--- src/rtl/sisc_pkg.sv ---
// Shared SISC definitions: opcodes, fetch FSM states, instruction fields.
// Imported by the fetch stage and its branch resolver.
package sisc_pkg;

    localparam logic [3:0] OP_NOOP = 4'd0;
    localparam logic [3:0] OP_LOD  = 4'd1;
    localparam logic [3:0] OP_STR  = 4'd2;
    localparam logic [3:0] OP_ALU  = 4'd3;
    localparam logic [3:0] OP_BRA  = 4'd4;
    localparam logic [3:0] OP_BRR  = 4'd5;
    localparam logic [3:0] OP_BNE  = 4'd6;
    localparam logic [3:0] OP_BNR  = 4'd7;
    localparam logic [3:0] OP_HLT  = 4'd15;

    localparam int OPC_HI = 31;
    localparam int OPC_LO = 28;
    localparam int MM_HI  = 27;
    localparam int MM_LO  = 24;
    localparam int IMM_HI = 15;
    localparam int IMM_LO = 0;

    typedef enum logic [1:0] {
        ST_IDLE = 2'd0,
        ST_BUSY = 2'd1,
        ST_ERR  = 2'd2
    } fetch_state_e;

endpackage

--- src/rtl/fetch_unit_br_target.sv ---
// Branch resolver: decides whether the IR branch is taken and where to.
// Relative targets are added to the already-incremented pc.
module br_target
    import sisc_pkg::*;
#(
    parameter int PC_W = 16
) (
    input  logic [3:0]      opcode,
    input  logic [3:0]      mm,
    input  logic [3:0]      stat,
    input  logic [PC_W-1:0] pc,
    input  logic [15:0]     ir_imm,
    output logic            take,
    output logic [PC_W-1:0] target
);

    logic            hit;
    logic [PC_W-1:0] abs_t;
    logic [PC_W-1:0] rel_t;

    assign hit   = |(mm & stat);
    assign abs_t = PC_W'(ir_imm);
    assign rel_t = pc + PC_W'($signed(ir_imm));

    always_comb begin
        take   = 1'b0;
        target = abs_t;
        unique case (opcode)
            OP_BRA: take = hit;
            OP_BRR: begin
                take   = hit;
                target = rel_t;
            end
            OP_BNE: take = !hit;
            OP_BNR: begin
                take   = !hit;
                target = rel_t;
            end
            default: ;
        endcase
    end

endmodule

--- src/rtl/fetch_unit.sv ---
// SISC instruction fetch stage: PC/IR, req/ack memory read with timeout,
// and branch resolution on request from the control FSM.
module fetch_unit
    import sisc_pkg::*;
#(
    parameter int PC_W    = 16,
    parameter int INSTR_W = 32,
    parameter int TIMEOUT = 15
) (
    input  logic               clk,
    input  logic               rst_f,
    input  logic               fetch_start,
    input  logic               br_eval,
    input  logic [3:0]         stat,
    output logic               imem_req,
    output logic [PC_W-1:0]    imem_addr,
    input  logic               imem_ack,
    input  logic [INSTR_W-1:0] imem_rdata,
    output logic [INSTR_W-1:0] ir,
    output logic [3:0]         opcode,
    output logic [3:0]         mm,
    output logic [PC_W-1:0]    pc,
    output logic               fetch_done,
    output logic               fetch_busy,
    output logic               fetch_err,
    output logic               halted
);

    localparam int CNT_W = $clog2(TIMEOUT + 1);

    fetch_state_e       state_q, state_d;
    logic [PC_W-1:0]    pc_q, pc_d;
    logic [INSTR_W-1:0] ir_q, ir_d;
    logic [CNT_W-1:0]   cnt_q, cnt_d;
    logic               done_q, done_d;
    logic               halted_q, halted_d;
    logic               br_take;
    logic [PC_W-1:0]    br_tgt;

    br_target #(
        .PC_W(PC_W)
    ) u_br_target (
        .opcode (ir_q[OPC_HI:OPC_LO]),
        .mm     (ir_q[MM_HI:MM_LO]),
        .stat   (stat),
        .pc     (pc_q),
        .ir_imm (ir_q[IMM_HI:IMM_LO]),
        .take   (br_take),
        .target (br_tgt)
    );

    always_comb begin
        state_d  = state_q;
        pc_d     = pc_q;
        ir_d     = ir_q;
        cnt_d    = cnt_q;
        done_d   = 1'b0;
        halted_d = halted_q;
        unique case (state_q)
            ST_IDLE: begin
                cnt_d = '0;
                // A same-cycle branch lands in pc_q, so the request uses it
                if (br_eval && br_take) pc_d = br_tgt;
                if (fetch_start && !halted_q) state_d = ST_BUSY;
            end
            ST_BUSY: begin
                if (imem_ack) begin
                    ir_d    = imem_rdata;
                    pc_d    = pc_q + PC_W'(1);
                    done_d  = 1'b1;
                    cnt_d   = '0;
                    state_d = ST_IDLE;
                    if (imem_rdata[OPC_HI:OPC_LO] == OP_HLT) halted_d = 1'b1;
                end else if (cnt_q == CNT_W'(TIMEOUT - 1)) begin
                    state_d = ST_ERR;
                end else begin
                    cnt_d = cnt_q + CNT_W'(1);
                end
            end
            ST_ERR: ;
            default: state_d = ST_IDLE;
        endcase
    end

    always_ff @(posedge clk) begin
        if (rst_f) begin
            state_q  <= ST_IDLE;
            pc_q     <= '0;
            ir_q     <= '0;
            cnt_q    <= '0;
            done_q   <= 1'b0;
            halted_q <= 1'b0;
        end else begin
            state_q  <= state_d;
            pc_q     <= pc_d;
            ir_q     <= ir_d;
            cnt_q    <= cnt_d;
            done_q   <= done_d;
            halted_q <= halted_d;
        end
    end

    assign imem_req   = (state_q == ST_BUSY);
    assign imem_addr  = pc_q;
    assign fetch_busy = (state_q == ST_BUSY);
    assign fetch_err  = (state_q == ST_ERR);
    assign fetch_done = done_q;
    assign halted     = halted_q;
    assign ir         = ir_q;
    assign opcode     = ir_q[OPC_HI:OPC_LO];
    assign mm         = ir_q[MM_HI:MM_LO];
    assign pc         = pc_q;

endmodule

--- config.mk ---
export PLATFORM = sky130hd
export DESIGN_NAME = fetch_unit
export DESIGN_NICKNAME = d
export VERILOG_FILES = /design/src/rtl/sisc_pkg.sv /design/src/rtl/fetch_unit_br_target.sv /design/src/rtl/fetch_unit.sv
export SDC_FILE = /design/constraint.sdc
export NUM_CORES = 1
export LEC_CHECK = 0
export BUFFER_PORTS_ARGS = -buffer_cell sky130_fd_sc_hd__buf_2
export CAP_MARGIN = 30
export CELL_PAD_IN_SITES_DETAIL_PLACEMENT = 1
export CELL_PAD_IN_SITES_GLOBAL_PLACEMENT = 2
export CORE_MARGIN = 2
export CORE_UTILIZATION = 30
export DETAILED_ROUTE_END_ITERATION = 16
export GPL_ROUTABILITY_DRIVEN = 0
export PLACE_DENSITY_LB_ADDON = 0.1
export SETUP_SLACK_MARGIN = 0.2
export SLEW_MARGIN = 20
export SYNTH_ARGS = -nofsm -noshare
export SYNTH_HDL_FRONTEND = slang
export SYNTH_SLANG_ARGS = --single-unit
--- constraint.sdc ---
create_clock -name clk -period 6 [get_ports clk]
set_input_delay 0.6 -clock clk [delete_from_list [all_inputs] [get_ports clk]]
set_output_delay 0.6 -clock clk [all_outputs]
set_load 0.03 [all_outputs]
==> results of run 1 <==
## worst max-delay path, cell delays in order, from the launching register on
cell and delay [ps]:
dfxtp_1 500, inv_1 160, nand2_1 100, buf_4 250
inv_1 370, nand2_1 210, buf_4 360, and3_4 370
or4b_1 150, a21oi_1 70, a211o_1 290
## per-stage QoR
step | total power [mW] | setup WS, ps | instance area (um^2) | cells
2_1_floorplan | 0.503 | 3470 | 3550 | 486
3_5_place_dp | 0.549 | 3050 | 4070 | 703
3_3_place_gp | 0.548 | 3170 | 4070 | 703
6_report | 0.860 | 3050 | 4220 | 711
4_1_cts | 0.870 | 3020 | 4220 | 711
5_1_grt | 0.899 | 2770 | 4220 | 711
## sequential cells by signal, indices dropped and copies added, names as in the netlist
signal      count
state_q         2
ir             32
fetch_done      1
cnt_q           4
imem_addr      16
halted          1
## report_power, final
part	switching, mW	leakage (nW)	internal (mW)	total, mW
combinational	0.0945	1.30	0.0459	0.140
clock	0.161	0.0708	0.159	0.320
sequential	0.0163	0.454	0.383	0.399
total	0.272	1.83	0.588	0.860
## routing by layer
metal / track usage, % / vias to the layer above
li1: - / 1869
met1: 29.1 / 1774
met2: 28.0 / 88
met3: 4.07 / 8
met4: 5.61 / 0
met5: 0 / -
## cells by family (layout without fill, tap and decap cells)
logic type | Yosys count | after routing | synth area share, %
XOR/XNOR | 12 | 12 | 2.96
AO/OA/AOI/OAI | 144 | 144 | 24.3
buffers and inverters | 53 | 135 | 8.55
multiplexers | 3 | 3 | 0.845
AND/OR/NAND/NOR | 199 | 199 | 24.9
adder cells (fa/ha/maj) | 19 | 19 | 6.90
flip-flops | 56 | 56 | 31.5
## cells in the final DEF, fill, tap and decap left out, types with 5 or more instances in the layout
cell type,count
and3_1,5
nor3_1,14
dfxtp_1,56
xnor2_1,8
buf_2,117
nand3_1,19
nor2_1,38
nand2_1,100
inv_1,5
a31oi_1,6
a21oi_1,74
clkbuf_16,5
o21ai_0,26
ha_1,18
buf_4,5
## worst min path at each step
stage                                     start               endpoint  slack [ps]  depth (start not counted)
after floorplan           cnt_q[3]$_SDFFE_PP0P_  cnt_q[3]$_SDFFE_PP0P_         500                          2
after global placement      ir[20]$_SDFFE_PP0P_    ir[20]$_SDFFE_PP0P_         440                          2
after detailed placement    ir[23]$_SDFFE_PP0P_    ir[23]$_SDFFE_PP0P_         450                          2
after CTS                   ir[22]$_SDFFE_PP0P_    ir[22]$_SDFFE_PP0P_         460                          2
after global routing        ir[22]$_SDFFE_PP0P_    ir[22]$_SDFFE_PP0P_         480                          2
final                       ir[23]$_SDFFE_PP0P_    ir[23]$_SDFFE_PP0P_         460                          2
## final cells by class
cell class / instances / area (um^2)
clock buffers: 5 / 125
clock inverters: 3 / 25.0
fillers: 1462 / 7250
inverters: 5 / 18.8
multi-input cells: 377 / 2130
flip-flops and latches: 56 / 1120
well taps: 143 / 179
repair buffers: 122 / 623
==> flow_summary.ini, run 1 <==
[critical_path]
reg2reg_depth = 10
crit_path_start_kind = register
crit_path_max_fanout = 34
crit_path_end = imem_addr[14]$_SDFFE_PP0P_
r2r_start = state_q[1]$_SDFFE_PP0P_
cp_data_required_time_ps = 6210
r2r_slack_ps = 3050
worstReg2RegEnd = imem_addr[14]$_SDFFE_PP0P_
critPathKind = register to register
crit_start = state_q[1]$_SDFFE_PP0P_
endpoint_kind = register
worstPathArrival_ps = 3160

[power]
peakVddDrop_v = 0.000114
p_leak_nw = 1.83
p_per_area_nw_per_um2 = 204

[die]
core_um2 = 11500
start_util_pct = 31.0
die_y_um = 113
die_area_um2 = 12700
num_rows = 39
die_w_um = 113
pin_count = 118

[detailed_routing]
met2_length_um = 5300
firstDrtPassIters = 6
ant_nets = 0
wirelength_um = 12400
drc = 0
highest_layer = met4
routed-via-count = 3739
routedWlPerCell_um = 17.5
vias_per_cell = 5.26
wl_met3_um = 685
drt_iter0_drc = 205
drt-met1-wl_um = 6310

[sta]
rsz0062_at_grt = false
final.setup_skew_ps = 11.0
slew_headroom_pct = 43.8
tns_ps = 0
setup_viol = 0
slew_viol_final = 0
max_clock_freq_mhz = 339
fin_crit_sh_pct = 49.1
layout_min_cycle_time_ps = 2950
hold_violations = 0
hold_slack_ps = 459
worst_slew_pin_slew_ps = 840

[yosys]
synthTopCellsByCount = nand2_1, a21oi_1, dfxtp_1, nor2_1
ys_seq_area_share_pct = 31.5
synth_top_flop_cell = dfxtp_1
yosys.cell_count.top_type = nand2_1
synth_fp_nets = 546
syn_area_um2 = 3550
ys_top_cells_by_area = dfxtp_1, nand2_1, a21oi_1, ha_1, buf_4
synth_cell_type_count = 54
syn-instance-count = 486
synth-async-reset-ratio_pct = 0
synth-seq-cells = 56
synth_enable_flop_cells = 0
yosysTopAreaCell = dfxtp_1
synth_area_per_cell_um2 = 7.31
yosysWarnings = 0
yosysTopAreaCellShare_pct = 31.5

[global_route]
globalRouteOverflowTotal = 0
antenna_found_initial = 0
grt_usage_pct = 19.4
grt_max_degree = 62
grt_pass1_wl_um = 19700
grt_pass1_vias = 3563

[cells_and_area]
drive_gt1_share_pct = 23.8
area_delta_synth_final_pct = 18.8
fin_nets = 627
antenna_cells = 0
finalCoreUtilization_pct = 36.8

[clock_network]
clockBufferDepth = 2
cts_root_buf = clkbuf_16
numClockSinks = 56
clk_latency_ps = 310
path_clk_slew_ps = 80
htreeDepth = 2
cts_resized = 0
cts_made_buffers = 5
cts_tree = built
cts_setup_buffers = 0
ctsHoldBuffers = 0

[run_status]
status = finished clean

[placement]
port-buffer-count = 117
dpl.hpwl_um = 9220

[worst_hold_path]
min_path_type = register to register

[job]
maxCapViolCount = 0
No activity file was read; power rests on OpenSTA's default activity.
==> run 2, diff against run 1 <==
--- a/config.mk
+++ b/config.mk
@@ -5,12 +5,13 @@
 export SDC_FILE = /design/constraint.sdc
 export NUM_CORES = 1
 export LEC_CHECK = 0
+export ABC_AREA = 1
 export BUFFER_PORTS_ARGS = -buffer_cell sky130_fd_sc_hd__buf_2
 export CAP_MARGIN = 30
 export CELL_PAD_IN_SITES_DETAIL_PLACEMENT = 1
 export CELL_PAD_IN_SITES_GLOBAL_PLACEMENT = 2
 export CORE_MARGIN = 2
-export CORE_UTILIZATION = 30
+export CORE_UTILIZATION = 24
 export DETAILED_ROUTE_END_ITERATION = 16
 export GPL_ROUTABILITY_DRIVEN = 0
 export PLACE_DENSITY_LB_ADDON = 0.1
==> constraint.sdc (replaced) <==
create_clock -name clk -period 2.7 [get_ports clk]
set_input_delay 0.27 -clock clk [delete_from_list [all_inputs] [get_ports clk]]
set_output_delay 0.27 -clock clk [all_outputs]
set_load 0.03 [all_outputs]
==> run 2 against run 1 <==
Combinational power grew to 3.6 times the previous value. Wire length grew 13%. Sequential power grew 130%. Sequential share of layout area down 2.8 points. Clock skew decreased by 1.1 ps. Die area is 35% higher. Flip-flop and latch count is the same. Non-clock buffer count increased by 14. Fmax is 45% higher. Core utilization decreased by 6.9 points. Cell area increased by 12%. Clock-buffer cell count stayed put. Largest power group unchanged. Highest routed layer unchanged.
==> flow_summary.ini, run 2 <==
[critical_path]
crit_path_start_kind = register
cp_data_required_time_ps = 2910
critPathKind = register to register
cpMaxStageDelayCell = fa_1
slowest_delay_ps = 410
cp_top_family = simple AND/OR/NAND/NOR gates
crit_path_max_fanout = 6
crit_top_cell = nand2_1
crit_buf_inv = 0
endpoint_kind = register
cp_cell_sequence = ha_1 > fa_1 > nand2_1 > nand2_1 > nand3b_1 > nand2_1 > nand2_1 > nand2_1 > nand2_1 > nand3_1 > nand2_1 > a21oi_1
worstPathArrival_ps = 2250

[yosys]
synth_area_per_cell_um2 = 6.30
synth_fp_nets = 674
synth_top_flop_cell = dfxtp_1
synth-seq-cells = 56
syn_area_um2 = 3870
yosysTopAreaCell = dfxtp_1
synth_cell_type_count = 35
ys_seq_area_share_pct = 29.0
synth-async-reset-ratio_pct = 0
yosysWarnings = 0
syn-instance-count = 614
synth_enable_flop_cells = 0
yosys.cell_count.top_type = nand2_1
ys_top_cells_by_area = dfxtp_1, nand2_1, a21oi_1, inv_1, ha_1
yosysTopAreaCellShare_pct = 29.0
synthTopCellsByCount = nand2_1, inv_1, a21oi_1, dfxtp_1, o21ai_0

[detailed_routing]
wirelength_um = 14000
firstDrtPassIters = 4
drc = 0
vias_per_cell = 4.45
routedWlPerCell_um = 15.1
ant_nets = 0
drt_iter0_drc = 145
routed-via-count = 4130

[clock_network]
numClockSinks = 56
cts_setup_buffers = 0
ctsHoldBuffers = 0
cts_tree = built
cts_resized = 0
htreeDepth = 2
clockBufferDepth = 2
clk_latency_ps = 310
cts_made_buffers = 5
path_clk_slew_ps = 90
cts_root_buf = clkbuf_16

[power]
clkPwrFrac_pct = 34.0
p_per_area_nw_per_um2 = 449
power_mw = 2.12
comb_power_share_pct = 23.4
seq_power_share_pct = 42.6
power.internal_mw = 1.38
p_leak_nw = 2.38
switching_share_pct = 35.1
peakVddDrop_v = 0.000242
p_switching_uw = 746

[global_route]
globalRouteOverflowTotal = 0
grt_max_degree = 34
antenna_found_initial = 0
grt_pass1_wl_um = 22200
grt_usage_pct = 16.8
grt_pass1_vias = 4281

[cells_and_area]
antenna_cells = 0
largest_register_ffs = 32
design_area_um2 = 4730
fin_nets = 772
finalCoreUtilization_pct = 29.9
area_delta_synth_final_pct = 22.2
layout_common_cells = nand2_1, buf_2, inv_1
drive_gt1_share_pct = 22.2
mostFrequentLayoutCell = nand2_1

[run_status]
status = finished clean

[sta]
worst_slew_pin_slew_ps = 435
hold_violations = 0
tns_ps = 0
slew_viol_final = 0
setup_viol = 0
rsz0062_at_grt = false
slew_headroom_pct = 71.0
final.setup_skew_ps = 9.87
max_clock_freq_mhz = 491
layout_min_cycle_time_ps = 2040
fin_crit_sh_pct = 75.4

[placement]
dpl-instance-area_um2 = 4580
port-buffer-count = 117
dpl.hpwl_um = 11000

[worst_hold_path]
min_path_type = primary input to register

[job]
maxCapViolCount = 0

[die]
start_util_pct = 24.5
num_rows = 46
die_area_um2 = 17200
core_um2 = 15800
pin_count = 118
die_w_um = 131
die_y_um = 131
run 2: final cells by class:
class	count	area, um^2
clock buffer	5	125
clock inverter	3	26.3
multi-input combinational	421	2110
fill	2089	11100
tap	216	270
timing repair buffer	136	728
sequential	56	1120
inverter	92	345
run 2: worst min-delay path: stages:
cell and delay, ps:
buf_2 90, nand2_1 50, a21oi_1 50
run 2: routing by layer:
metal / vias up / wire [um] / global-route usage (%) / share of wire [%]
li1: 2116 / - / - / -
met1: 1933 / 6670 / 21.7 / 48
met2: 74 / 6700 / 29.0 / 48
met3: 7 / 564 / 3.46 / 4.0
met4: 0 / 108 / 3.19 / 0.77
met5: - / 0 / 0 / 0
run 2: worst paths after layout:
path                                                start                    endpoint  slack [ps]  cells after the start
worst min register to register        ir[21]$_SDFFE_PP0P_         ir[21]$_SDFFE_PP0P_         460                      2
worst max-delay path            imem_addr[0]$_SDFFE_PP0P_  imem_addr[14]$_SDFFE_PP0P_         660                     12
worst min-delay path                       imem_rdata[22]         ir[22]$_SDFFE_PP0P_         190                      3
worst max register to register  imem_addr[0]$_SDFFE_PP0P_  imem_addr[14]$_SDFFE_PP0P_         660                     12
run 2: kinds of logic (layout without fill, tap and decap cells):
| family | count (synthesis) | count (layout) | share of synthesized area, % |
|---|---|---|---|
| DFF | 56 | 56 | 29.0 |
| AOI/OAI and AO/OA | 120 | 120 | 16.0 |
| adders and majority gates | 19 | 19 | 6.34 |
| buffers and inverters | 137 | 236 | 16.5 |
| and+or+nand+nor | 273 | 273 | 30.2 |
| xor gates and xnor gates | 9 | 9 | 2.04 |
run 2: power by group through the flow:
stage,Sequential [mW],Clock [mW],Combinational (mW)
2_1_floorplan,0.999,0,0.274
3_3_place_gp,0.923,0,0.500
3_5_place_dp,0.925,0,0.504
4_1_cts,0.906,0.754,0.506
5_1_grt,0.912,0.793,0.555
6_report,0.904,0.721,0.497
run 2: metrics by stage:
stage	cells	hold slack, ps	setup WS (ps)
floorplan	614	348	801
global placement	921	450	661
detailed placement	921	454	672
CTS	929	184	661
global route	929	195	481
finish	929	192	663
==> run 3, diff against run 2 <==
==> constraint.sdc (replaced) <==
create_clock -name clk -period 1.7 [get_ports clk]
set_input_delay 0.17 -clock clk [delete_from_list [all_inputs] [get_ports clk]]
set_output_delay 0.17 -clock clk [all_outputs]
set_load 0.03 [all_outputs]
==> run 3 against run 2 <==
The run now ends with negative setup slack left. Clock power rose by 60%. Cell area rose by 20%. Power rose by 69%. Combinational power rose by 100%. Core utilization rose by 6.1 points. Critical path type unchanged. Largest cell class unchanged.
==> flow_summary.ini, run 3 (synthesized netlist as in run 2, its figures left out) <==
[power]
p_switching_mw = 1.26
comb_power_share_pct = 27.8
clkPwrFrac_pct = 32.1
power_mw = 3.58
p_leak_nw = 2.74
power.internal_mw = 2.32
seq_power_share_pct = 40.1
p_per_area_nw_per_um2 = 628
switching_share_pct = 35.3
peakVddDrop_v = 0.000366

[sta]
worst_slew_pin_slew_ps = 279
layout_min_cycle_time_ps = 1770
slew_headroom_pct = 81.4
finalWorstSetupSlack_ps = -71.1
final.setup_skew_ps = 6.49
slew_viol_final = 0
rsz0062_at_grt = true
setup_viol = 3
max_clock_freq_mhz = 565
fin_crit_sh_pct = 104
hold_violations = 0

[die]
core_um2 = 15800
num_rows = 46
start_util_pct = 24.5
die_area_um2 = 17200
die_w_um = 131
die_y_um = 131
pin_count = 118

[placement]
port-buffer-count = 117
dpl.hpwl_um = 11200
pre_cts_slack_ps = -125

[critical_path]
endpoint_kind = register
crit_top_cell = nand2_2
worstPathArrival_ps = 1980
cp_top_family = simple AND/OR/NAND/NOR gates
critPathKind = register to register
cpMaxStageDelayCell = dfxtp_4
crit_path_start_kind = register
cp_data_required_time_ps = 1900
crit_buf_inv = 0
crit_path_max_fanout = 3
reg2reg_depth = 12
slowest_delay_ps = 360
cp_cell_sequence = ha_4 > fa_2 > nand2_2 > nand2_2 > nand3b_1 > nand2_2 > nand2_2 > nand2_1 > nand2_1 > nand3_2 > a21oi_2 > nor2_1
cp.depth = 12

[global_route]
grt_pass1_vias = 4477
grt_pass1_wl_um = 23000
grt_usage_pct = 17.4
grt_max_degree = 24
globalRouteOverflowTotal = 0
antenna_found_initial = 0

[detailed_routing]
wirelength_um = 14500
firstDrtPassIters = 4
routed-via-count = 4379
drc = 0
routedWlPerCell_um = 14.9
vias_per_cell = 4.50
drt_iter0_drc = 117
ant_nets = 0

[cells_and_area]
antenna_cells = 0
area_delta_synth_final_pct = 47.2
layout_common_cells = nand2_1, buf_2, inv_1
drive_gt1_share_pct = 43.1
fin_nets = 817
mostFrequentLayoutCell = nand2_1
largest_register_ffs = 32

[job]
maxCapViolCount = 0

[clock_network]
numClockSinks = 56
clk_latency_ps = 310
cts_made_buffers = 5
path_clk_slew_ps = 90
cts_root_buf = clkbuf_16
cts_tree = built
clockBufferDepth = 2
htreeDepth = 2
ctsHoldBuffers = 0

[worst_hold_path]
min_path_type = primary input to register
min_delay_path_depth = 3

[run_status]
failed_checks = negative setup slack
status = finished, violations left
[run 3: changes by cell type in the layout (fill, tap and decap cells not counted), moves of 14 or more]
cell,before,now
buf_4,19,56
dfxtp_1,56,17
dfxtp_2,0,21
dfxtp_4,0,18
ha_1,18,4
ha_4,0,14
nand2_1,168,139
nand2_2,3,24
[run 3: area by class of cell]
type | count | area, um^2
Fill cell | 2004 | 10100
Multi-Input combinational cell | 421 | 2590
Sequential cell | 56 | 1210
Timing Repair Buffer | 181 | 1120
Inverter | 92 | 353
Tap cell | 216 | 270
Clock buffer | 5 | 125
Clock inverter | 3 | 23.8
[run 3: path summary, 6_finish.rpt]
kind	start	end	slack, ps
min	imem_rdata[26]	ir[26]$_SDFFE_PP0P_	90
min reg2reg	ir[18]$_SDFFE_PP0P_	ir[18]$_SDFFE_PP0P_	470
max reg2reg	imem_addr[0]$_SDFFE_PP0P_	imem_addr[10]$_SDFFE_PP0P_	-70
max	imem_addr[0]$_SDFFE_PP0P_	imem_addr[10]$_SDFFE_PP0P_	-70
[run 3: repair_timing]
item	4_1_cts	5_1_grt
setup endpoints to repair	17	46
gates resized for setup	72	61
pin swaps	25	16
buffers inserted	10	11
[run 3: routing by layer]
| metal | global-route usage [%] | up-vias | share of wire [%] |
|---|---|---|---|
| met3 | 3.30 | 6 | 3.9 |
| li1 | - | 2216 | - |
| met4 | 3.38 | 0 | 0.76 |
| met5 | 0 | - | 0 |
| met2 | 29.7 | 72 | 49 |
| met1 | 23.0 | 2085 | 47 |
[run 3: tightest hold or removal path: stages]
cell	delay, ps
buf_2	100
nand2_1	50
a21oi_1	50
[run 3: per-stage QoR]
step                hold WS [ps]  instance area (um^2)  utilization (%)  TNS (ps)  cells
floorplan                    239                  4060                -         0    614
global placement             420                  4940             31.2      -282    945
detailed placement           424                  4940             31.2      -395    945
CTS                         75.8                  5460             34.5      -120    963
global route                93.8                  5700             36.0     -1060    974
finish                      85.6                  5700             36.0     -80.5    974
[run 3: power by group through the flow]
stage | sequential (mW) | clock (mW) | combinational [mW]
6_report | 1.44 | 1.15 | 0.994
5_1_grt | 1.45 | 1.25 | 1.10
2_1_floorplan | 1.59 | 0 | 0.453
4_1_cts | 1.44 | 1.22 | 0.971
3_3_place_gp | 1.46 | 0 | 0.880
3_5_place_dp | 1.46 | 0 | 0.889
